--- config.mk ---
export PLATFORM = sky130hd
export DESIGN_NAME = midi_msg_decoder
export DESIGN_NICKNAME = d
export VERILOG_FILES = /design/src/rtl/midi_msg_decoder.sv
export SDC_FILE = /design/constraint.sdc
export NUM_CORES = 1
export LEC_CHECK = 0
export ABC_AREA = 1
export BUFFER_PORTS_ARGS = -buffer_cell sky130_fd_sc_hd__buf_2
export CAP_MARGIN = 20
export CORE_MARGIN = 2
export CORE_UTILIZATION = 45
export CTS_BUF_LIST = sky130_fd_sc_hd__clkbuf_2
export DETAILED_ROUTE_END_ITERATION = 7
export HOLD_SLACK_MARGIN = 0.12
export PLACE_DENSITY = 0.69
export SYNTH_ARGS = -nofsm -noshare
export SYNTH_HDL_FRONTEND = slang
export SYNTH_SLANG_ARGS = --single-unit
--- constraint.sdc ---
create_clock -name CLOCK_25 -period 1.9 [get_ports CLOCK_25]
set_input_delay 0.19 -clock CLOCK_25 [delete_from_list [all_inputs] [get_ports CLOCK_25]]
set_output_delay 0.19 -clock CLOCK_25 [all_outputs]
set_load 0.03 [all_outputs]
--- src/rtl/midi_msg_decoder.sv ---
// Channel-voice message assembler sitting behind the MIDI UART, with a one-entry valid/ready output slot.
// Define MIDI_ACTSENSE_EN to build the active-sensing timeout that drives all_notes_off.
module midi_msg_decoder #(
  parameter int MIDI_CH        = 0,
  parameter int OMNI           = 1,
  parameter int ASENSE_TIMEOUT = 7500000
) (
  input  logic       CLOCK_25,
  input  logic       iRST_N,
  input  logic       byteready,
  input  logic [7:0] midibyte,
  output logic       msg_valid,
  input  logic       msg_ready,
  output logic [7:0] msg_status,
  output logic [6:0] msg_data1,
  output logic [6:0] msg_data2,
  output logic       overflow,
  output logic       all_notes_off
);

  typedef enum logic [1:0] {
    IDLE    = 2'd0,
    WAIT_D1 = 2'd1,
    WAIT_D2 = 2'd2
  } state_t;

  localparam logic [3:0] CH_SEL = 4'(MIDI_CH);

  logic       byteready_meta_r;
  logic       byteready_sync_r;
  logic       byteready_prev_r;
  logic       byte_stb_s;
  state_t     state_r;
  state_t     state_nxt_s;
  logic [7:0] run_status_r;
  logic [7:0] run_status_nxt_s;
  logic [6:0] d1_r;
  logic [6:0] d1_nxt_s;
  logic       msg_done_s;
  logic [7:0] done_status_s;
  logic [6:0] done_d1_s;
  logic [6:0] done_d2_s;
  logic [7:0] pres_status_s;
  logic [6:0] pres_d2_s;
  logic       chan_ok_s;
  logic       accept_s;
  logic       load_s;

  // Bring byteready into the CLOCK_25 domain and keep the previous level for edge detection
  always_ff @(posedge CLOCK_25 or negedge iRST_N) begin
    if (!iRST_N) begin
      byteready_meta_r <= 1'b0;
      byteready_sync_r <= 1'b0;
      byteready_prev_r <= 1'b0;
    end else begin
      byteready_meta_r <= byteready;
      byteready_sync_r <= byteready_meta_r;
      byteready_prev_r <= byteready_sync_r;
    end
  end

  assign byte_stb_s = byteready_sync_r & ~byteready_prev_r;

  // Parser state register: FSM state, running status and first data byte
  always_ff @(posedge CLOCK_25 or negedge iRST_N) begin
    if (!iRST_N) begin
      state_r      <= IDLE;
      run_status_r <= 8'h00;
      d1_r         <= 7'h00;
    end else begin
      state_r      <= state_nxt_s;
      run_status_r <= run_status_nxt_s;
      d1_r         <= d1_nxt_s;
    end
  end

  // Byte classification, next state and message completion
  always_comb begin
    state_nxt_s      = state_r;
    run_status_nxt_s = run_status_r;
    d1_nxt_s         = d1_r;
    msg_done_s       = 1'b0;
    done_status_s    = run_status_r;
    done_d1_s        = d1_r;
    done_d2_s        = 7'h00;
    if (byte_stb_s) begin
      if (midibyte[7:3] == 5'b11111) begin
        // real-time bytes are transparent to the parser
        state_nxt_s = state_r;
      end else if (midibyte[7:4] == 4'hF) begin
        run_status_nxt_s = 8'h00;
        state_nxt_s      = IDLE;
      end else if (midibyte[7]) begin
        run_status_nxt_s = midibyte;
        state_nxt_s      = WAIT_D1;
      end else begin
        case (state_r)
          IDLE: begin
            state_nxt_s = IDLE;
          end
          WAIT_D1: begin
            d1_nxt_s  = midibyte[6:0];
            done_d1_s = midibyte[6:0];
            if (run_status_r[7:5] == 3'b110) begin
              msg_done_s  = 1'b1;
              state_nxt_s = WAIT_D1;
            end else begin
              state_nxt_s = WAIT_D2;
            end
          end
          WAIT_D2: begin
            done_d2_s   = midibyte[6:0];
            msg_done_s  = 1'b1;
            state_nxt_s = WAIT_D1;
          end
          default: begin
            state_nxt_s = IDLE;
          end
        endcase
      end
    end else begin
      msg_done_s = 1'b0;
    end
  end

  // Note-on with zero velocity is presented as note-off, velocity 64
  always_comb begin
    pres_status_s = done_status_s;
    pres_d2_s     = done_d2_s;
    if ((done_status_s[7:4] == 4'h9) && (done_d2_s == 7'h00)) begin
      pres_status_s = {4'h8, done_status_s[3:0]};
      pres_d2_s     = 7'h40;
    end else begin
      pres_d2_s = done_d2_s;
    end
  end

  assign chan_ok_s = (OMNI != 0) || (done_status_s[3:0] == CH_SEL);
  assign accept_s  = msg_done_s & chan_ok_s;
  assign load_s    = accept_s & (~msg_valid | msg_ready);

  // One-entry output slot with sticky overflow on a drop
  always_ff @(posedge CLOCK_25 or negedge iRST_N) begin
    if (!iRST_N) begin
      msg_valid  <= 1'b0;
      msg_status <= 8'h00;
      msg_data1  <= 7'h00;
      msg_data2  <= 7'h00;
      overflow   <= 1'b0;
    end else begin
      if (load_s) begin
        msg_valid  <= 1'b1;
        msg_status <= pres_status_s;
        msg_data1  <= done_d1_s;
        msg_data2  <= pres_d2_s;
      end else if (msg_valid && msg_ready) begin
        msg_valid <= 1'b0;
      end
      if (accept_s && !load_s) begin
        overflow <= 1'b1;
      end
    end
  end

`ifdef MIDI_ACTSENSE_EN
  localparam logic [22:0] ASENSE_LOAD = 23'(ASENSE_TIMEOUT);

  logic        asense_armed_r;
  logic [22:0] asense_cnt_r;
  logic        notes_off_r;

  // Active-sensing watchdog: any byte while armed restarts the timeout
  always_ff @(posedge CLOCK_25 or negedge iRST_N) begin
    if (!iRST_N) begin
      asense_armed_r <= 1'b0;
      asense_cnt_r   <= 23'd0;
      notes_off_r    <= 1'b0;
    end else begin
      notes_off_r <= 1'b0;
      if (byte_stb_s && (asense_armed_r || (midibyte == 8'hFE))) begin
        asense_armed_r <= 1'b1;
        asense_cnt_r   <= ASENSE_LOAD;
      end else if (asense_armed_r) begin
        if (asense_cnt_r == 23'd0) begin
          asense_armed_r <= 1'b0;
          notes_off_r    <= 1'b1;
        end else begin
          asense_cnt_r <= asense_cnt_r - 23'd1;
        end
      end
    end
  end

  assign all_notes_off = notes_off_r;
`else
  assign all_notes_off = 1'b0;
`endif

endmodule
==> flow_metrics.py <==
metrics = {
    "run_status": {
        "status": "finished, final reports clean",
    },
    "power": {
        "peakVddDrop_uv": 364,
        "total_power_uw": 1990,
        "p_leak_uw": 0.00132,
        "p_per_area_nw_per_um2": 867,
    },
    "placed_design": {
        "port_buffers": 35,
        "hpwl_um": 2660,
        "gp_congestion": 0.809,
        "placed_cell_area_um2": 2140,
        "place_ws_ps": 253,
    },
    "routing": {
        "drc": 0,
        "wl_per_cell_um": 11.6,
        "vias_per_cell": 4.68,
        "first_pass_iters": 4,
        "vias": 1521,
        "drt_iter0_markers": 62,
        "ant_nets": 0,
        "drt-total-wl_um": 3780,
    },
    "grt": {
        "grt_pass1_wl_um": 6760,
        "grt_pass1_vias": 1576,
        "antenna_found_initial": 0,
        "grt_use_total": 0.175,
        "grt-ovfl-total": 0,
        "grt_max_degree": 29,
    },
    "setup_path": {
        "worstPathCellList": "inv_1, ha_1, inv_1, nand2_1, nand3_4, nor2_4, buf_4, nand3_1, nand2_1",
        "cpPeakStageDelay_ps": 430,
        "worstPathArrival_ps": 2010,
        "crit_buf_inv": 3,
        "end_kind": "flip-flop",
        "crit_type": "reg -> reg",
        "crit_family": "simple AND/OR/NAND/NOR gates",
        "slowest_stage": "dfrtp_1",
        "worstSetupStartpointType": "flip-flop",
        "cp.required_ps": 2240,
        "cp_max_fo": 22,
    },
    "logic_synthesis": {
        "ys_seq_area_frac": 0.566,
        "synth_seq_cells": 44,
        "syn_area_um2": 1950,
        "syn_inst": 227,
        "yosysUniqueCellTypes": 22,
        "avgSynthCellArea_um2": 8.57,
        "syn-num-nets": 241,
        "yosysWarnings": 0,
    },
    "cells_and_area": {
        "diodes": 0,
        "design_area_um2": 2300,
        "nets": 288,
        "drive_gt1_frac": 0.211,
        "area_growth_pct": 18.3,
        "fill_cells": 397,
    },
    "timing": {
        "min_period_ps": 1660,
        "final.setup_skew_ps": 16.6,
        "worst_slew_pin_slew_ps": 627,
        "finalSetupViolations": 0,
        "rsz0062_at_grt": "false",
        "clock.fmax_mhz": 601,
        "setup_ws_ps": 237,
        "setup_tns_ps": 0,
        "slew_headroom": 0.582,
        "fin_crit_sh": 0.875,
        "hold_violations": 0,
        "slew_viol_final": 0,
    },
    "floorplanning": {
        "io_pins": 37,
        "core_area_um2": 4090,
        "initial_core_util": 0.476,
        "die-area_um2": 4870,
        "die_y_um": 69.8,
        "dieWidth_um": 69.8,
        "core.rowCount": 23,
    },
    "job": {
        "max_cap_viol_count": 0,
    },
    "hold_path": {
        "hold_path_class": "in -> reg",
    },
    "clock_tree": {
        "cts_tree": "built",
        "root_buffer": "clkbuf_2",
        "clk_latency_ps": 400,
        "cts_hold_buf": 10,
        "htreeDepth": 2,
        "post-cts-setup-buffer-count": 0,
        "ctsResizeCount": 0,
        "cts.sinks": 44,
        "clkTransAtPathRegs_ps": 210,
        "cts_buffers": 5,
        "clk_path_buf_depth": 2,
    },
}
worst reg2reg max path: stages, from the launching register on:
cell and delay [ps]:
dfrtp_1 430, inv_1 90, ha_1 300, inv_1 60
nand2_1 110, nand3_4 100, nor2_4 110, buf_4 260
nand3_1 110, nand2_1 70
registers in the layout, indices dropped and copies added (netlist names):
name and count:
done_status_s 8, overflow 1, msg_data1 7, d1_r 7, state_r 2, msg_status 8
msg_valid 1, byteready_sync_r 1, msg_data2 7, byteready_meta_r 1, byteready_prev_r 1
placed cells by master (no fill, tap or decap), drive strengths merged:
cell type	synthesis	final
buf	9	39
nand3	10	10
nor3	1	1
nand4	2	2
nor2	16	16
dfrtp	44	44
clkbuf	0	6
o21bai	1	1
o21ai	13	13
nand2	103	103
dlygate4sd3	0	10
clkinv	0	1
conb	1	1
inv	22	22
o211ai	1	1
bufinv	0	1
ha	2	2
o22ai	2	2
cell usage after synthesis:
library cell / number / area share
o21bai_1: 1 / 0.0039
nor2_4: 3 / 0.017
nor2_2: 1 / 0.0032
o21ai_0: 9 / 0.023
conb_1: 1 / 0.0019
o21ai_1: 1 / 0.0026
nand3_1: 9 / 0.023
nor3_1: 1 / 0.0026
ha_1: 2 / 0.013
dfrtp_1: 44 / 0.57
buf_2: 2 / 0.0051
inv_2: 3 / 0.0058
buf_6: 4 / 0.023
buf_4: 3 / 0.012
nand3_4: 1 / 0.0090
nand2_1: 103 / 0.20
inv_1: 19 / 0.037
o21ai_2: 3 / 0.014
o22ai_1: 2 / 0.0064
nand4_1: 2 / 0.0064
nor2_1: 12 / 0.023
o211ai_1: 1 / 0.0039
metrics by stage:
stage,instances,hold WS (ps),utilization
floorplan,227,-106,-
global placement,307,243,0.523
detailed placement,307,244,0.523
CTS,325,178,0.563
global route,325,234,0.563
finish,325,188,0.563
final timing paths:
kind	from	endpoint	slack, ps	cells past startpoint
worst max-delay path	state_r[0]	msg_data2[1]	240	9
worst min-delay path	midibyte[7]	msg_data2[2]	190	4
worst max register to register	state_r[0]	msg_data2[1]	240	9
worst min register to register	byteready_meta_r	byteready_sync_r	380	0
max in group asynchronous	iRST_N	msg_data2[1]	1020	3
min in group asynchronous	iRST_N	msg_status[0]	300	2
power by group:
part,switching [uW],internal [uW]
Clock,287,226
Sequential,54.4,1060
Combinational,244,124
cell type report:
class                   count  area, um2  area share
clock inverters             2       35.0      0.0152
well taps                  50       62.6      0.0272
clock buffers               6       30.0      0.0131
inverters                  22       82.6      0.0359
flip-flops and latches     44       1100       0.479
repair buffers             49        305       0.133
multi-input cells         152        684       0.297
metal layers:
layer  GRT usage  vias up  part of all wire
li1            -      787                 -
met1       0.225      695              0.47
met2       0.297       29              0.47
met3      0.0305       10             0.036
met4      0.0641        0             0.019
met5           0        -                 0
logic make-up (layout without fill, tap and decap cells):
kind of cell / Yosys count / count (layout) / synth area share
AOI/OAI and AO/OA: 17 / 17 / 0.0534
DFF: 44 / 44 / 0.566
and+or+nand+nor: 132 / 132 / 0.284
other: 1 / 1 / 0.00193
buffers and inverters: 31 / 79 / 0.0823
adders and majority gates: 2 / 2 / 0.0129
No activity file was read; power rests on OpenSTA's default activity.
